==> src/rtl/v65_alu_seq_pkg.sv <==
// Shared definitions for the v65 ALU program sequencer: ALU opcodes,
// instruction classes, branch conditions and sequencer state encoding.
package v65_alu_seq_pkg;

  // ALU opcodes driven on k
  localparam logic [1:0] ALU_ADD = 2'b00;
  localparam logic [1:0] ALU_OR  = 2'b01;
  localparam logic [1:0] ALU_AND = 2'b10;
  localparam logic [1:0] ALU_XOR = 2'b11;

  // Instruction class, taken from instr[7:6]
  typedef enum logic [1:0] {
    CLS_ALU   = 2'b00,
    CLS_BR    = 2'b01,
    CLS_STORE = 2'b10,
    CLS_HALT  = 2'b11
  } instr_cls_e;

  // Branch condition, taken from instr[5:4]
  typedef enum logic [1:0] {
    COND_ALWAYS = 2'b00,
    COND_ZF     = 2'b01,
    COND_NF     = 2'b10,
    COND_CF     = 2'b11
  } br_cond_e;

  // Sequencer states
  typedef enum logic [1:0] {
    ST_IDLE = 2'b00,
    ST_INIT = 2'b01,
    ST_RUN  = 2'b10,
    ST_DONE = 2'b11
  } state_e;

  // Sequential program counter advance; wraps 15 -> 0 naturally
  function automatic logic [3:0] pc_inc(input logic [3:0] pc_cur);
    return pc_cur + 4'd1;
  endfunction

endpackage

==> src/rtl/v65_alu_seq_prog.sv <==
// 16x8 program memory: synchronous write, asynchronous read.
// Contents are deliberately not reset so a program survives rn.
module v65_alu_seq_prog
  import v65_alu_seq_pkg::*;
(
  input  logic       c,
  input  logic       we,
  input  logic [3:0] wa,
  input  logic [7:0] wd,
  input  logic [3:0] ra,
  output logic [7:0] rd
);

  logic [7:0] mem_r [16];

  // Write port: store wd at wa on a qualified strobe
  always_ff @(posedge c) begin
    if (we) begin
      mem_r[wa] <= wd;
    end
  end

  assign rd = mem_r[ra];

endmodule

==> src/rtl/v65_alu_seq.sv <==
// Program sequencer driving the 4-bit accumulator ALU. Loads a 16-word
// program while idle, clears the accumulator, runs one instruction per
// clock and reports done/err. k/d are combinational because the ALU
// updates on every edge; all status outputs are registered.
module v65_alu_seq
  import v65_alu_seq_pkg::*;
#(
  parameter int MAX_STEPS = 255
) (
  input  logic       c,
  input  logic       rn,
  input  logic       start,
  input  logic       we,
  input  logic [3:0] wa,
  input  logic [7:0] wd,
  output logic [1:0] k,
  output logic [3:0] d,
  input  logic [3:0] q_in,
  input  logic       cf_in,
  input  logic       zf_in,
  input  logic       nf_in,
  output logic [3:0] res,
  output logic       res_valid,
  output logic       busy,
  output logic       done,
  output logic       err,
  output logic [3:0] pc
);

  localparam logic [7:0] LAST_STEP = 8'(MAX_STEPS - 1);

  state_e     state_r;
  logic [3:0] pc_r;
  logic [7:0] step_r;
  logic [3:0] res_r;
  logic       res_valid_r;
  logic       busy_r;
  logic       done_r;
  logic       err_r;

  logic [7:0] instr_s;
  logic       mem_we_s;
  instr_cls_e cls_s;
  logic       taken_s;

  // Program writes are only honoured while idle
  assign mem_we_s = we && (state_r == ST_IDLE);

  v65_alu_seq_prog u_prog (
    .c  (c),
    .we (mem_we_s),
    .wa (wa),
    .wd (wd),
    .ra (pc_r),
    .rd (instr_s)
  );

  assign cls_s = instr_cls_e'(instr_s[7:6]);

  // Branch condition evaluation on flags from the previous ALU edge
  always_comb begin
    taken_s = 1'b0;
    case (br_cond_e'(instr_s[5:4]))
      COND_ALWAYS: taken_s = 1'b1;
      COND_ZF:     taken_s = zf_in;
      COND_NF:     taken_s = nf_in;
      COND_CF:     taken_s = cf_in;
      default:     taken_s = 1'b0;
    endcase
  end

  // ALU drive: INIT clears q, RUN ALU ops pass through, all else holds
  always_comb begin
    k = ALU_OR;
    d = 4'd0;
    case (state_r)
      ST_INIT: begin
        k = ALU_AND;
        d = 4'd0;
      end
      ST_RUN: begin
        if (cls_s == CLS_ALU) begin
          k = instr_s[5:4];
          d = instr_s[3:0];
        end else begin
          k = ALU_OR;
          d = 4'd0;
        end
      end
      default: begin
        k = ALU_OR;
        d = 4'd0;
      end
    endcase
  end

  // Sequencer FSM with registered status outputs
  always_ff @(posedge c or negedge rn) begin
    if (!rn) begin
      state_r     <= ST_IDLE;
      pc_r        <= 4'd0;
      step_r      <= 8'd0;
      res_r       <= 4'd0;
      res_valid_r <= 1'b0;
      busy_r      <= 1'b0;
      done_r      <= 1'b0;
      err_r       <= 1'b0;
    end else begin
      res_valid_r <= 1'b0;
      done_r      <= 1'b0;
      case (state_r)
        ST_IDLE: begin
          if (start) begin
            state_r <= ST_INIT;
            pc_r    <= 4'd0;
            step_r  <= 8'd0;
            err_r   <= 1'b0;
            busy_r  <= 1'b1;
          end
        end
        ST_INIT: begin
          state_r <= ST_RUN;
        end
        ST_RUN: begin
          step_r <= step_r + 8'd1;
          case (cls_s)
            CLS_ALU: pc_r <= pc_inc(pc_r);
            CLS_BR:  pc_r <= taken_s ? instr_s[3:0] : pc_inc(pc_r);
            CLS_STORE: begin
              res_r       <= q_in;
              res_valid_r <= 1'b1;
              pc_r        <= pc_inc(pc_r);
            end
            default: pc_r <= pc_r;
          endcase
          if (cls_s == CLS_HALT) begin
            state_r <= ST_DONE;
            busy_r  <= 1'b0;
            done_r  <= 1'b1;
          end else if (step_r == LAST_STEP) begin
            state_r <= ST_DONE;
            busy_r  <= 1'b0;
            done_r  <= 1'b1;
            err_r   <= 1'b1;
          end
        end
        ST_DONE: begin
          state_r <= ST_IDLE;
        end
        default: begin
          state_r <= ST_IDLE;
          busy_r  <= 1'b0;
        end
      endcase
    end
  end

  assign pc        = pc_r;
  assign res       = res_r;
  assign res_valid = res_valid_r;
  assign busy      = busy_r;
  assign done      = done_r;
  assign err       = err_r;

endmodule
==> config.mk <==
export PLATFORM = sky130hd
export DESIGN_NAME = v65_alu_seq
export DESIGN_NICKNAME = d
export VERILOG_FILES = /design/src/rtl/v65_alu_seq_pkg.sv /design/src/rtl/v65_alu_seq_prog.sv /design/src/rtl/v65_alu_seq.sv
export SDC_FILE = /design/constraint.sdc
export NUM_CORES = 1
export LEC_CHECK = 0
export CAP_MARGIN = 20
export CORE_MARGIN = 2
export CORE_UTILIZATION = 25
export DETAILED_ROUTE_END_ITERATION = 7
export PLACE_DENSITY = 0.5
export SLEW_MARGIN = 20
export SYNTH_ARGS = -nofsm -noshare
export SYNTH_HDL_FRONTEND = slang
export SYNTH_HIERARCHICAL = 1
export SYNTH_SLANG_ARGS = --single-unit
==> constraint.sdc <==
create_clock -name c -period 3.1 [get_ports c]
set_clock_uncertainty 0.15 [all_clocks]
set_input_delay 0.465 -clock c [delete_from_list [all_inputs] [get_ports c]]
set_output_delay 0.465 -clock c [all_outputs]
set_load 0.03 [all_outputs]
==> results of run 1 <==
## layout make-up
type	count	share of cell area
clock buffers	19	0.0547
clock inverters	13	0.0158
inverters	9	0.00427
multi-input cells	169	0.219
flip-flops and latches	150	0.555
well taps	324	0.0512
repair buffers	81	0.0999
## layout by cell type (no fill, tap or decap), types with 5 or more instances in the layout
cell             Yosys  layout
dfrtp_1             22      21
nor3_1               7       7
clkinv_4             0       5
mux2_2               5       5
a22oi_1             17      10
mux2i_1              7       7
clkdlybuf4s50_1      0      34
buf_6                4       6
and2_1               6       5
nand3_1              7       7
inv_1                9       9
clkbuf_16            0      18
ha_1                 6       6
edfxtp_1           128     128
mux4_2              18      22
mux4_1              14      10
nor2_1              22      22
a22oi_2              0       7
buf_4                1      35
nand2_1             16      12
o21ai_0              6       6
## power groups by stage
| stage | Clock [mW] | Sequential (mW) | Combinational (mW) |
|---|---|---|---|
| 5_1_grt | 2.06 | 2.41 | 2.20 |
| 6_report | 1.94 | 2.39 | 2.03 |
| 3_5_place_dp | 0 | 2.43 | 1.83 |
| 2_1_floorplan | 0 | 2.52 | 1.14 |
| 3_3_place_gp | 0 | 2.42 | 1.81 |
| 4_1_cts | 1.97 | 2.38 | 1.96 |
## cells by family after synthesis
| family | synth area share |
|---|---|
| AO/OA/AOI/OAI | 0.0467 |
| buffers and inverters | 0.0219 |
| flip-flops | 0.707 |
| adder cells (fa/ha/maj) | 0.0121 |
| XOR/XNOR | 0.00282 |
| multiplexers | 0.147 |
| AND/OR/NAND/NOR | 0.0626 |
## worst max-delay path, cell delays in order, from the launching register on
cell,delay [ns]
dfrtp_2,0.46
buf_12,0.15
mux4_2,0.50
a22oi_2,0.20
nand2_2,0.11
nor3_4,0.20
buf_6,0.14
a21oi_2,0.05
nor2b_2,0.11
buf_6,0.14
## metrics by stage
step	instance area, µm²	hold slack (ns)
floorplan	6220	0.0194
global placement	7190	0.338
detailed placement	7190	0.345
CTS	7830	0.264
global route	7910	0.265
finish	7910	0.254
## worst paths after layout
check                           cells past startpoint   start  slack [ns]      to
worst max-delay path                                9   pc[0]       0.007    k[1]
worst min-delay path                                2      rn        0.25    done
worst max register to register                      9   pc[0]        0.26   pc[1]
worst min register to register                      1  res[2]        0.36  res[2]
max in group asynchronous                           2      rn        2.28   pc[0]
min in group c                                      1  res[2]        0.36  res[2]
## state kept, by name (all words and copies together), names as in the netlist
signal	cells
state_r	2
u_prog/mem_r	128
res	4
err	1
pc	4
busy	1
done	1
res_valid	1
step_r	8
## timing repair
action | CTS | global route
setup endpoints to repair | 6 | 6
gates cloned | 0 | 1
setup buffers | 4 | 2
resized for setup | 19 | 15
pin swaps | 3 | 7
## metal layers
| metal | track usage | vias up | part of all wire | wire length (µm) |
|---|---|---|---|---|
| li1 | - | 1545 | - | - |
| met1 | 0.151 | 1773 | 0.45 | 6270 |
| met2 | 0.174 | 101 | 0.46 | 6500 |
| met3 | 0.0319 | 24 | 0.067 | 935 |
| met4 | 0.0459 | 0 | 0.024 | 341 |
| met5 | 0 | - | 0 | 0 |
==> key figures, run 1 <==
Run status
  • Status: complete, no violations

Clocking
  • CTS Buf Count: 17
  • Hold buffer count at cts: 0
  • Max Root-Sink Buffers: 2
  • Sink Count: 150
  • H-tree depth: 4
  • Root buffer cell: clkbuf_16
  • CTS tree: yes
  • Clk_lat worst skew: approximately 0.43 ns
  • Clock transition at the registers of the reported paths: approximately 0.060 ns

STA
  • Actual slew at the worst max-slew pin: roughly 0.6 ns
  • Final Hold Violating Endpoints: 0
  • Final critical-path required period: 3.09 ns
  • Worst setup margin: 0.00712 ns
  • Final setup TNS: 0 ns
  • Slew Limit Fails: 0
  • Headroom to the max-slew limit: 0.603
  • RSZ-0062 raised after global routing: yes
  • Final Cycle Share: 0.998
  • Fmax achieved: 0.323 GHz
  • Finish-stage setup viols: 0

Yosys
  • Synthesized area: between 6000 and 7000 µm²
  • Top-count cell post-synth: edfxtp_1
  • Commonest cells post-synth: edfxtp_1 (128), dfrtp_1 (22), nor2_1 (22)
  • Post-synthesis sequential area ratio: 0.707
  • Cell taking the most area after synthesis: edfxtp_1
  • Most common flop cell mapped by yosys: edfxtp_1
  • Syn Nets: 369
  • Yosys Warn Count: 6
  • Syn_area_per_cell: 18.3 µm²
  • Post-synth EDFFs: between 100 and 150
  • Post-synthesis cell count: 340
  • Area share of the largest cell type after synthesis: 0.618
  • Top cells by area, synth: edfxtp_1 (62%), dfrtp_1 (8.9%), mux4_2 (6.5%)
  • Cell variety after synth: 42
  • Seq cells post-synth: 150
  • Asr flop ratio synth: 0.147

Placement
  • Placer Congestion: ~0.73
  • Pre-CTS setup slack: 0.118 ns
  • Final HPWL DP: ~9400 µm
  • PortBufs: 40
  • DP Cell Count: 726

Power and ir drop
  • Cell Int Power: between 4 and 5 mW
  • Switching share of total power: 0.306
  • Gate power share: 0.319
  • Net Sw Power: between 1.5 and 2 mW
  • Tot Pwr: 6.35 mW
  • Leak: 2.68 nW
  • Peak supply drop: 0.388 mV
  • Power per Cell Area: 803 nW/µm²
  • Clock power frac: 0.305
  • Flop pwr share: 0.376

Global route
  • Total global-route track usage: 0.113
  • Vias in the first global route: 3604
  • Largest net degree at the start of global routing: 37
  • First-pass GRT wire length: 21600 µm
  • Antenna violations before repair: 0
  • Congestion Overflow GR: 0

Die
  • IO Count: 41
  • Core footprint: 24400 µm²
  • Row cnt: 57
  • Initial Util: 0.255
  • Die Ht: about 160 µm
  • Die W: 162 µm
  • Die area: 26100 µm²

Detailed routing
  • Routed wire length: 14100 µm
  • Initial DRC Count: ~350
  • Final ANT Viol Nets: 0
  • Post-DR wirelength/cell: ~18 µm
  • Vias: 3443
  • Via density: 4.50
  • Drt first pass iters: 4
  • Drt drc: 0

Final layout
  • Core Util, Final: 0.324
  • ANT cells: 0
  • NumNets Final: 457
  • FF+latch area: 4400 µm²
  • Fin cells: 765
  • Synth-to-Final Area Change: 27.3%
  • Layout cells sized above 1: 0.286
  • # fillers: 2372
  • Multi-input logic area: 1730 µm²

Hold path
  • Hold Path Class: in2async

Worst setup path
  • Critical Path AT: 2.48 ns
  • Max FO, Critical Path: 5
  • Crit start category: flip-flop
  • Critical path class: reg2out
  • Crit path capture type: primary output
  • Data required time of the worst path: 2.48 ns

Flow run
  • Max Cap Violations: 0
(Power assumes the default switching activity.)
==> inputs of run 2 (changes only) <==
--- a/config.mk
+++ b/config.mk
@@ -6,7 +6,6 @@
 export NUM_CORES = 1
 export LEC_CHECK = 0
 export CAP_MARGIN = 20
-export CORE_MARGIN = 2
 export CORE_UTILIZATION = 25
 export DETAILED_ROUTE_END_ITERATION = 7
 export PLACE_DENSITY = 0.5
==> run 2 against run 1 <==
The run now ends with setup timing left. Sequential power barely moved. Power rose by 1.8%. Utilization rose by 0.41 points. Clock-buffer cell count fell by 2. Sequential cell count did not move. Final area rose by 0.98%. Non-clock buffer count rose by 4. Critical endpoint unchanged. Largest cell class unchanged. Largest power group unchanged.
==> key figures, run 2 (synthesis gave the netlist of run 1 again) <==
Run status
  • Status: finished with violations (was complete, no violations)
  • Failing checks: setup timing

Power and ir drop
  • Leak: 2.72 nW (was 2.68 nW)
  • Switching share of total power: 0.320 (was 0.306)
  • Clock power frac: 0.314 (was 0.305)
  • Cell Int Power: 4.40 mW (was 4.41 mW)
  • Flop pwr share: 0.368 (was 0.376)
  • Gate power share: 0.318 (was 0.319)
  • Power per Cell Area: 809 nW/µm² (was 803 nW/µm²)
  • Peak supply drop: 0.406 mV (was 0.388 mV)
  • Net Sw Power: 2.07 mW (was 1.94 mW)

Final layout
  • Finished Cell Area: 7990 µm² (was 7910 µm²)
  • Layout cells sized above 1: 0.308 (was 0.286)
  • Synth-to-Final Area Change: 28.6% (was 27.3%)
  • Most frequent cells in the layout: edfxtp_1 (128), buf_4 (39), clkdlybuf4s50_1 (34), nor2_1 (22), mux4_2 (22) (was edfxtp_1 (128), buf_4 (35), clkdlybuf4s50_1 (34), nor2_1 (22), mux4_2 (22))
  • Number of flip-flops in the largest register: 128 (unchanged)
  • ANT cells: 0 (unchanged)
  • NumNets Final: 461 (was 457)
  • Largest registers: u_prog/mem_r (128), step_r (8) (unchanged)
  • Largest Register: u_prog/mem_r (unchanged)
  • Commonest non-fill, non-tap cell in the layout: edfxtp_1 (unchanged)

Placement
  • Pre-CTS setup slack: 0.0786 ns (was 0.118 ns)
  • Placed instance area: 7210 µm² (was 7190 µm²)
  • PortBufs: 40 (unchanged)
  • Final HPWL DP: 9450 µm (was 9350 µm)
  • Placer Congestion: 0.743 (was 0.733)

Clocking
  • H-tree depth: 4 (unchanged)
  • CTS Buf Count: 17 (unchanged)
  • CTS tree: yes (unchanged)
  • Sink Count: 150 (unchanged)
  • Clk_lat worst skew: 0.43 ns (about the same)
  • Root buffer cell: clkbuf_16 (unchanged)
  • Clock transition at the registers of the reported paths: 0.07 ns (was 0.06 ns)
  • Max Root-Sink Buffers: 2 (unchanged)

Detailed routing
  • Initial DRC Count: 317 (was 352)
  • Post-DR wirelength/cell: 17.8 µm (was 18.4 µm)
  • Routed wire length: 13700 µm (was 14100 µm)
  • Drt first pass iters: 4 (unchanged)
  • Vias: 3380 (was 3443)
  • Via density: 4.40 (was 4.50)
  • Final ANT Viol Nets: 0 (unchanged)
  • Drt drc: 0 (unchanged)

Global route
  • Antenna violations before repair: 0 (unchanged)
  • M2 GR Usage: 0.175 (was 0.174)
  • Congestion Overflow GR: 0 (unchanged)
  • Met3 Usage GRT: 0.0338 (was 0.0319)
  • Met1 Usage GRT: 0.155 (was 0.151)
  • Largest net degree at the start of global routing: 25 (was 37)
  • First-pass GRT wire length: 21600 µm (about the same)
  • Total global-route track usage: 0.115 (was 0.113)
  • Busiest layer in global routing: met2 (unchanged)
  • Vias in the first global route: 3610 (was 3604)

Worst setup path
  • Max FO, Critical Path: 8 (was 5)
  • CP max-delay cell: mux4_2 (unchanged)
  • Data required time of the worst path: 2.48 ns (about the same)
  • Crit start category: flip-flop (unchanged)
  • Critical path class: reg2out (unchanged)
  • CP delay by family, top: multiplexers (unchanged)
  • CP cell instances: buf_12 -> mux4_2 -> a22oi_2 -> nand2_2 -> nor3_2 -> buf_4 -> a21oi_2 -> nor2b_2 -> buf_6 (was buf_12 -> mux4_2 -> a22oi_2 -> nand2_2 -> nor3_4 -> buf_6 -> a21oi_2 -> nor2b_2 -> buf_6)
  • Worst r2r dst: pc[1] (unchanged)
  • Crit path capture type: primary output (unchanged)
  • CP bufs+invs: 3 (unchanged)
  • Reg-to-Reg Start: pc[0] (unchanged)
  • Critical Path AT: 2.51 ns (was 2.48 ns)
  • R2R depth: 8 (was 9)
  • R2R setup slack: 0.30 ns (was 0.26 ns)
  • Worst path max stage delay: 0.51 ns (was 0.50 ns)

STA
  • Final critical-path required period: 3.12 ns (was 3.09 ns)
  • Final Hold Violating Endpoints: 0 (unchanged)
  • Worst setup margin: -0.0206 ns (was 0.00712 ns)
  • Final Cycle Share: 1.01 (was 0.998)
  • Actual slew at the worst max-slew pin: 0.624 ns (was 0.594 ns)
  • Headroom to the max-slew limit: 0.583 (was 0.603)
  • RSZ-0062 raised after global routing: yes (unchanged)
  • Slew Limit Fails: 0 (unchanged)
  • Finish-stage setup viols: 2 (was 0)
  • Fmax achieved: 0.320 GHz (was 0.323 GHz)

Die
  • Die Ht: 160 µm (was 162 µm)
  • Row cnt: 57 (unchanged)
  • Die W: 160 µm (was 162 µm)
  • Die area: 25500 µm² (was 26100 µm²)
  • Initial Util: 0.256 (was 0.255)
  • IO Count: 41 (unchanged)
  • Core footprint: 24300 µm² (was 24400 µm²)

Hold path
  • Hold Path Class: in2async (unchanged)

Flow run
  • Max Cap Violations: 0 (unchanged)
[run 2: cell type report]
type / instances / area [µm²]
multi-input cells: 169 / 1740
well taps: 324 / 405
fillers: 2337 / 16300
inverters: 9 / 33.8
clock inverters: 15 / 181
clock buffers: 17 / 425
repair buffers: 85 / 806
flip-flops and latches: 150 / 4400
[run 2: worst reg2reg max path, cell delays in order, from the launching register on]
cell	delay, ns
dfrtp_2	0.42
buf_4	0.23
mux4_1	0.56
a22oi_1	0.22
nand2_2	0.12
mux2i_1	0.18
a211oi_4	0.44
mux2i_1	0.24
o22ai_1	0.11
[run 2: through the flow]
step | TNS, ns | cells | power [mW] | utilization | hold WS (ns)
after detailed placement | 0 | 728 | 4.27 | 0.296 | 0.349
after CTS | -0.222 | 768 | 6.54 | 0.329 | 0.254
after global routing | -0.656 | 769 | 6.79 | 0.329 | 0.262
after global placement | 0 | 728 | 4.23 | 0.296 | 0.341
after floorplan | 0 | 340 | 3.67 | - | 0.0194
final | -0.0377 | 769 | 6.47 | 0.329 | 0.258
[run 2: repair_timing]
item	in CTS	in global routing
setup endpoints to repair	6	6
cloned	1	0
buffers inserted	7	2
hold buffers	0	0
resized for setup	25	9
pin swaps	6	3
[run 2: worst max path at each step]
stage	startpoint	end	slack, ns	cells past startpoint
4_1_cts	pc[0]	k[1]	-0.07	10
6_report	pc[0]	k[1]	-0.02	9
3_3_place_gp	pc[0]	k[0]	0.1	7
3_5_place_dp	pc[0]	k[0]	0.08	7
5_1_grt	pc[0]	k[1]	-0.18	9
2_1_floorplan	pc[0]	k[1]	0.12	8
[run 2: layer usage]
| metal | wire, µm | share of wire |
|---|---|---|
| met2 | 6330 | 0.46 |
| met4 | 262 | 0.019 |
| met5 | 0 | 0 |
| met1 | 6390 | 0.47 |
| met3 | 702 | 0.051 |
[run 2: power by group through the flow]
stage,combinational (mW),sequential [mW],clock [mW]
floorplan,1.14,2.52,0
global placement,1.82,2.41,0
detailed placement,1.85,2.42,0
CTS,2.08,2.38,2.08
global route,2.23,2.39,2.17
finish,2.05,2.38,2.03
==> inputs of run 3 (changes only) <==
--- a/config.mk
+++ b/config.mk
@@ -6,9 +6,11 @@
 export NUM_CORES = 1
 export LEC_CHECK = 0
 export CAP_MARGIN = 20
-export CORE_UTILIZATION = 25
+export CORE_UTILIZATION = 50
 export DETAILED_ROUTE_END_ITERATION = 7
-export PLACE_DENSITY = 0.5
+export HOLD_SLACK_MARGIN = 0.06
+export MAX_ROUTING_LAYER = met4
+export PLACE_DENSITY = 0.79
 export SLEW_MARGIN = 20
 export SYNTH_ARGS = -nofsm -noshare
 export SYNTH_HDL_FRONTEND = slang
==> run 3 against run 2 <==
Combinational power down 2%. Register-to-register slack worse by 0.16 ns. Final cell count down 21%. Via count up 2.8%. The flow still finishes with violations (setup timing). Wire length down 6.3%. Worst setup slack worse by 0.041 ns. First-iteration DRC count up 1.6%. Final area down 3.5%. Largest cell class unchanged.
==> key figures, run 3 (synthesis gave the netlist of run 1 again) <==
Run status
  • Status: finished with violations (unchanged)
  • Failing checks: setup timing (unchanged)

Clocking
  • CTS Buf Count: 17 (unchanged)
  • CTS tree: yes (unchanged)
  • Hold buffer count at cts: 0 (unchanged)
  • H-tree depth: 4 (unchanged)
  • Clk_lat worst skew: 0.42 ns (was 0.43 ns)
  • Root buffer cell: clkbuf_16 (unchanged)
  • Clock transition at the registers of the reported paths: 0.06 ns (was 0.07 ns)
  • Sink Count: 150 (unchanged)
  • Max Root-Sink Buffers: 2 (unchanged)

Detailed routing
  • Metal-1 WL: 5090 µm (was 6390 µm)
  • Drt drc: 0 (unchanged)
  • Drt first pass iters: 5 (was 4)
  • Via density: 5.70 (was 4.40)
  • Routed wire length: 12800 µm (was 13700 µm)
  • WL met3: 974 µm (was 702 µm)
  • Final ANT Viol Nets: 0 (unchanged)
  • Metal2 WL: 6610 µm (was 6330 µm)
  • Vias: 3474 (was 3380)
  • Post-DR wirelength/cell: 21.0 µm (was 17.8 µm)
  • Highest metal used: met4 (unchanged)
  • Initial DRC Count: 322 (was 317)

Die
  • Initial Util: 0.515 (was 0.256)
  • Die area: 12900 µm² (was 25500 µm²)
  • Row cnt: 40 (was 57)
  • Core footprint: 12100 µm² (was 24300 µm²)
  • Die Ht: 114 µm (was 160 µm)
  • Die W: 114 µm (was 160 µm)
  • IO Count: 41 (unchanged)

Hold path
  • Hold Path Class: in2async (unchanged)

Worst setup path
  • CP bufs+invs: 4 (was 3)
  • CP max-delay cell: mux4_2 (unchanged)
  • CP cell instances: buf_12 -> buf_12 -> mux4_2 -> a22oi_2 -> nand2_2 -> nor3_4 -> buf_6 -> a21oi_2 -> nor2b_2 -> buf_6 (was buf_12 -> mux4_2 -> a22oi_2 -> nand2_2 -> nor3_2 -> buf_4 -> a21oi_2 -> nor2b_2 -> buf_6)
  • Data required time of the worst path: 2.48 ns (about the same)
  • Max FO, Critical Path: 5 (was 8)
  • Worst r2r dst: pc[0] (was pc[1])
  • Critical path class: reg2out (unchanged)
  • Worst path max stage delay: 0.50 ns (was 0.51 ns)
  • Crit start category: flip-flop (unchanged)
  • Worst path depth: 10 (was 9)
  • R2R setup slack: 0.14 ns (was 0.30 ns)
  • Crit path capture type: primary output (unchanged)
  • CP delay by family, top: buffers and inverters (was multiplexers)
  • CP endpoint: k[1] (unchanged)
  • R2R depth: 9 (was 8)
  • Critical Path AT: 2.55 ns (was 2.51 ns)
  • Reg-to-Reg Start: pc[0] (unchanged)
  • Worst setup path startpoint: pc[0] (unchanged)

STA
  • Final Cycle Share: 1.02 (was 1.01)
  • Final setup TNS: -0.271 ns (was -0.0377 ns)
  • Finish-stage setup viols: 6 (was 2)
  • Hold slack: 0.248 ns (was 0.258 ns)
  • Headroom to the max-slew limit: 0.605 (was 0.583)
  • Final critical-path required period: 3.16 ns (was 3.12 ns)
  • Slew Limit Fails: 0 (unchanged)
  • Final Hold Violating Endpoints: 0 (unchanged)
  • Actual slew at the worst max-slew pin: 0.591 ns (was 0.624 ns)
  • Worst setup margin: -0.0619 ns (was -0.0206 ns)
  • RSZ-0062 raised after global routing: yes (unchanged)
  • Fmax achieved: 0.316 GHz (was 0.320 GHz)

Global route
  • Antenna violations before repair: 0 (unchanged)
  • Congestion Overflow GR: 0 (unchanged)
  • Vias in the first global route: 3597 (was 3610)
  • Total global-route track usage: 0.225 (was 0.115)
  • Largest net degree at the start of global routing: 37 (was 25)
  • First-pass GRT wire length: 20000 µm (was 21600 µm)

Placement
  • Placer Congestion: 0.803 (was 0.743)
  • Final HPWL DP: 8150 µm (was 9450 µm)
  • PortBufs: 40 (unchanged)

Final layout
  • Number of flip-flops in the largest register: 128 (unchanged)
  • Largest Register: u_prog/mem_r (unchanged)
  • Synth-to-Final Area Change: 24.0% (was 28.6%)
  • Largest registers: u_prog/mem_r (128), step_r (8) (unchanged)
  • Commonest non-fill, non-tap cell in the layout: edfxtp_1 (unchanged)
  • Most frequent cells in the layout: edfxtp_1 (128), buf_4 (36), clkdlybuf4s50_1 (34), nor2_1 (22), dfrtp_1 (21) (was edfxtp_1 (128), buf_4 (39), clkdlybuf4s50_1 (34), nor2_1 (22), mux4_2 (22))
  • Layout cells sized above 1: 0.260 (was 0.308)
  • ANT cells: 0 (unchanged)
  • NumNets Final: 458 (was 461)

Power and ir drop
  • Peak supply drop: 0.494 mV (was 0.406 mV)
  • Tot Pwr: 6.35 mW (was 6.47 mW)
  • Power per Cell Area: 823 nW/µm² (was 809 nW/µm²)
  • Leak: 2.68 nW (was 2.72 nW)

Flow run
  • Max Cap Violations: 0 (unchanged)
run 3: timing repair:
item / 4_1_cts / 5_1_grt
setup buffers: 10 / 3
cloned: 0 / 0
pin swaps: 5 / 3
endpoints found under the setup margin: 6 / 6
gates resized for setup: 12 / 4
run 3: per-layer routing:
metal,vias to the layer above,global-route usage
met4,0,0.0789
met2,142,0.367
met3,14,0.0664
li1,1548,-
met1,1770,0.268
met5,-,-
run 3: final cells by class:
type | count | area (µm²)
clock inverter | 12 | 129
clock buffer | 20 | 437
multi-input combinational | 169 | 1720
fill | 802 | 4350
inverter | 9 | 33.8
timing repair buffer | 82 | 790
tap | 168 | 210
sequential | 150 | 4400
run 3: per-stage QoR:
step	instance area (µm²)	worst slack, ns	instances	util
global placement	6970	0.132	565	0.578
global route	7710	-0.166	610	0.639
floorplan	6220	0.122	340	-
detailed placement	6970	0.108	565	0.578
CTS	7660	-0.0496	607	0.635
finish	7710	-0.0619	610	0.639
run 3: worst min path at each step:
stage | endpoint | slack [ns] | cells after the start
6_report | done | 0.25 | 2
5_1_grt | pc[0] | 0.27 | 2
4_1_cts | pc[0] | 0.24 | 2
3_5_place_dp | res[3] | 0.34 | 1
3_3_place_gp | res[3] | 0.34 | 1
2_1_floorplan | busy | 0.02 | 0
run 3: where the power goes:
| part | switching (mW) | total, mW | leakage (nW) | internal, mW |
|---|---|---|---|---|
| sequential | 0.0770 | 2.39 | 1.43 | 2.31 |
| clock | 0.781 | 1.96 | 0.258 | 1.18 |
| combinational | 1.02 | 2.00 | 0.989 | 0.980 |
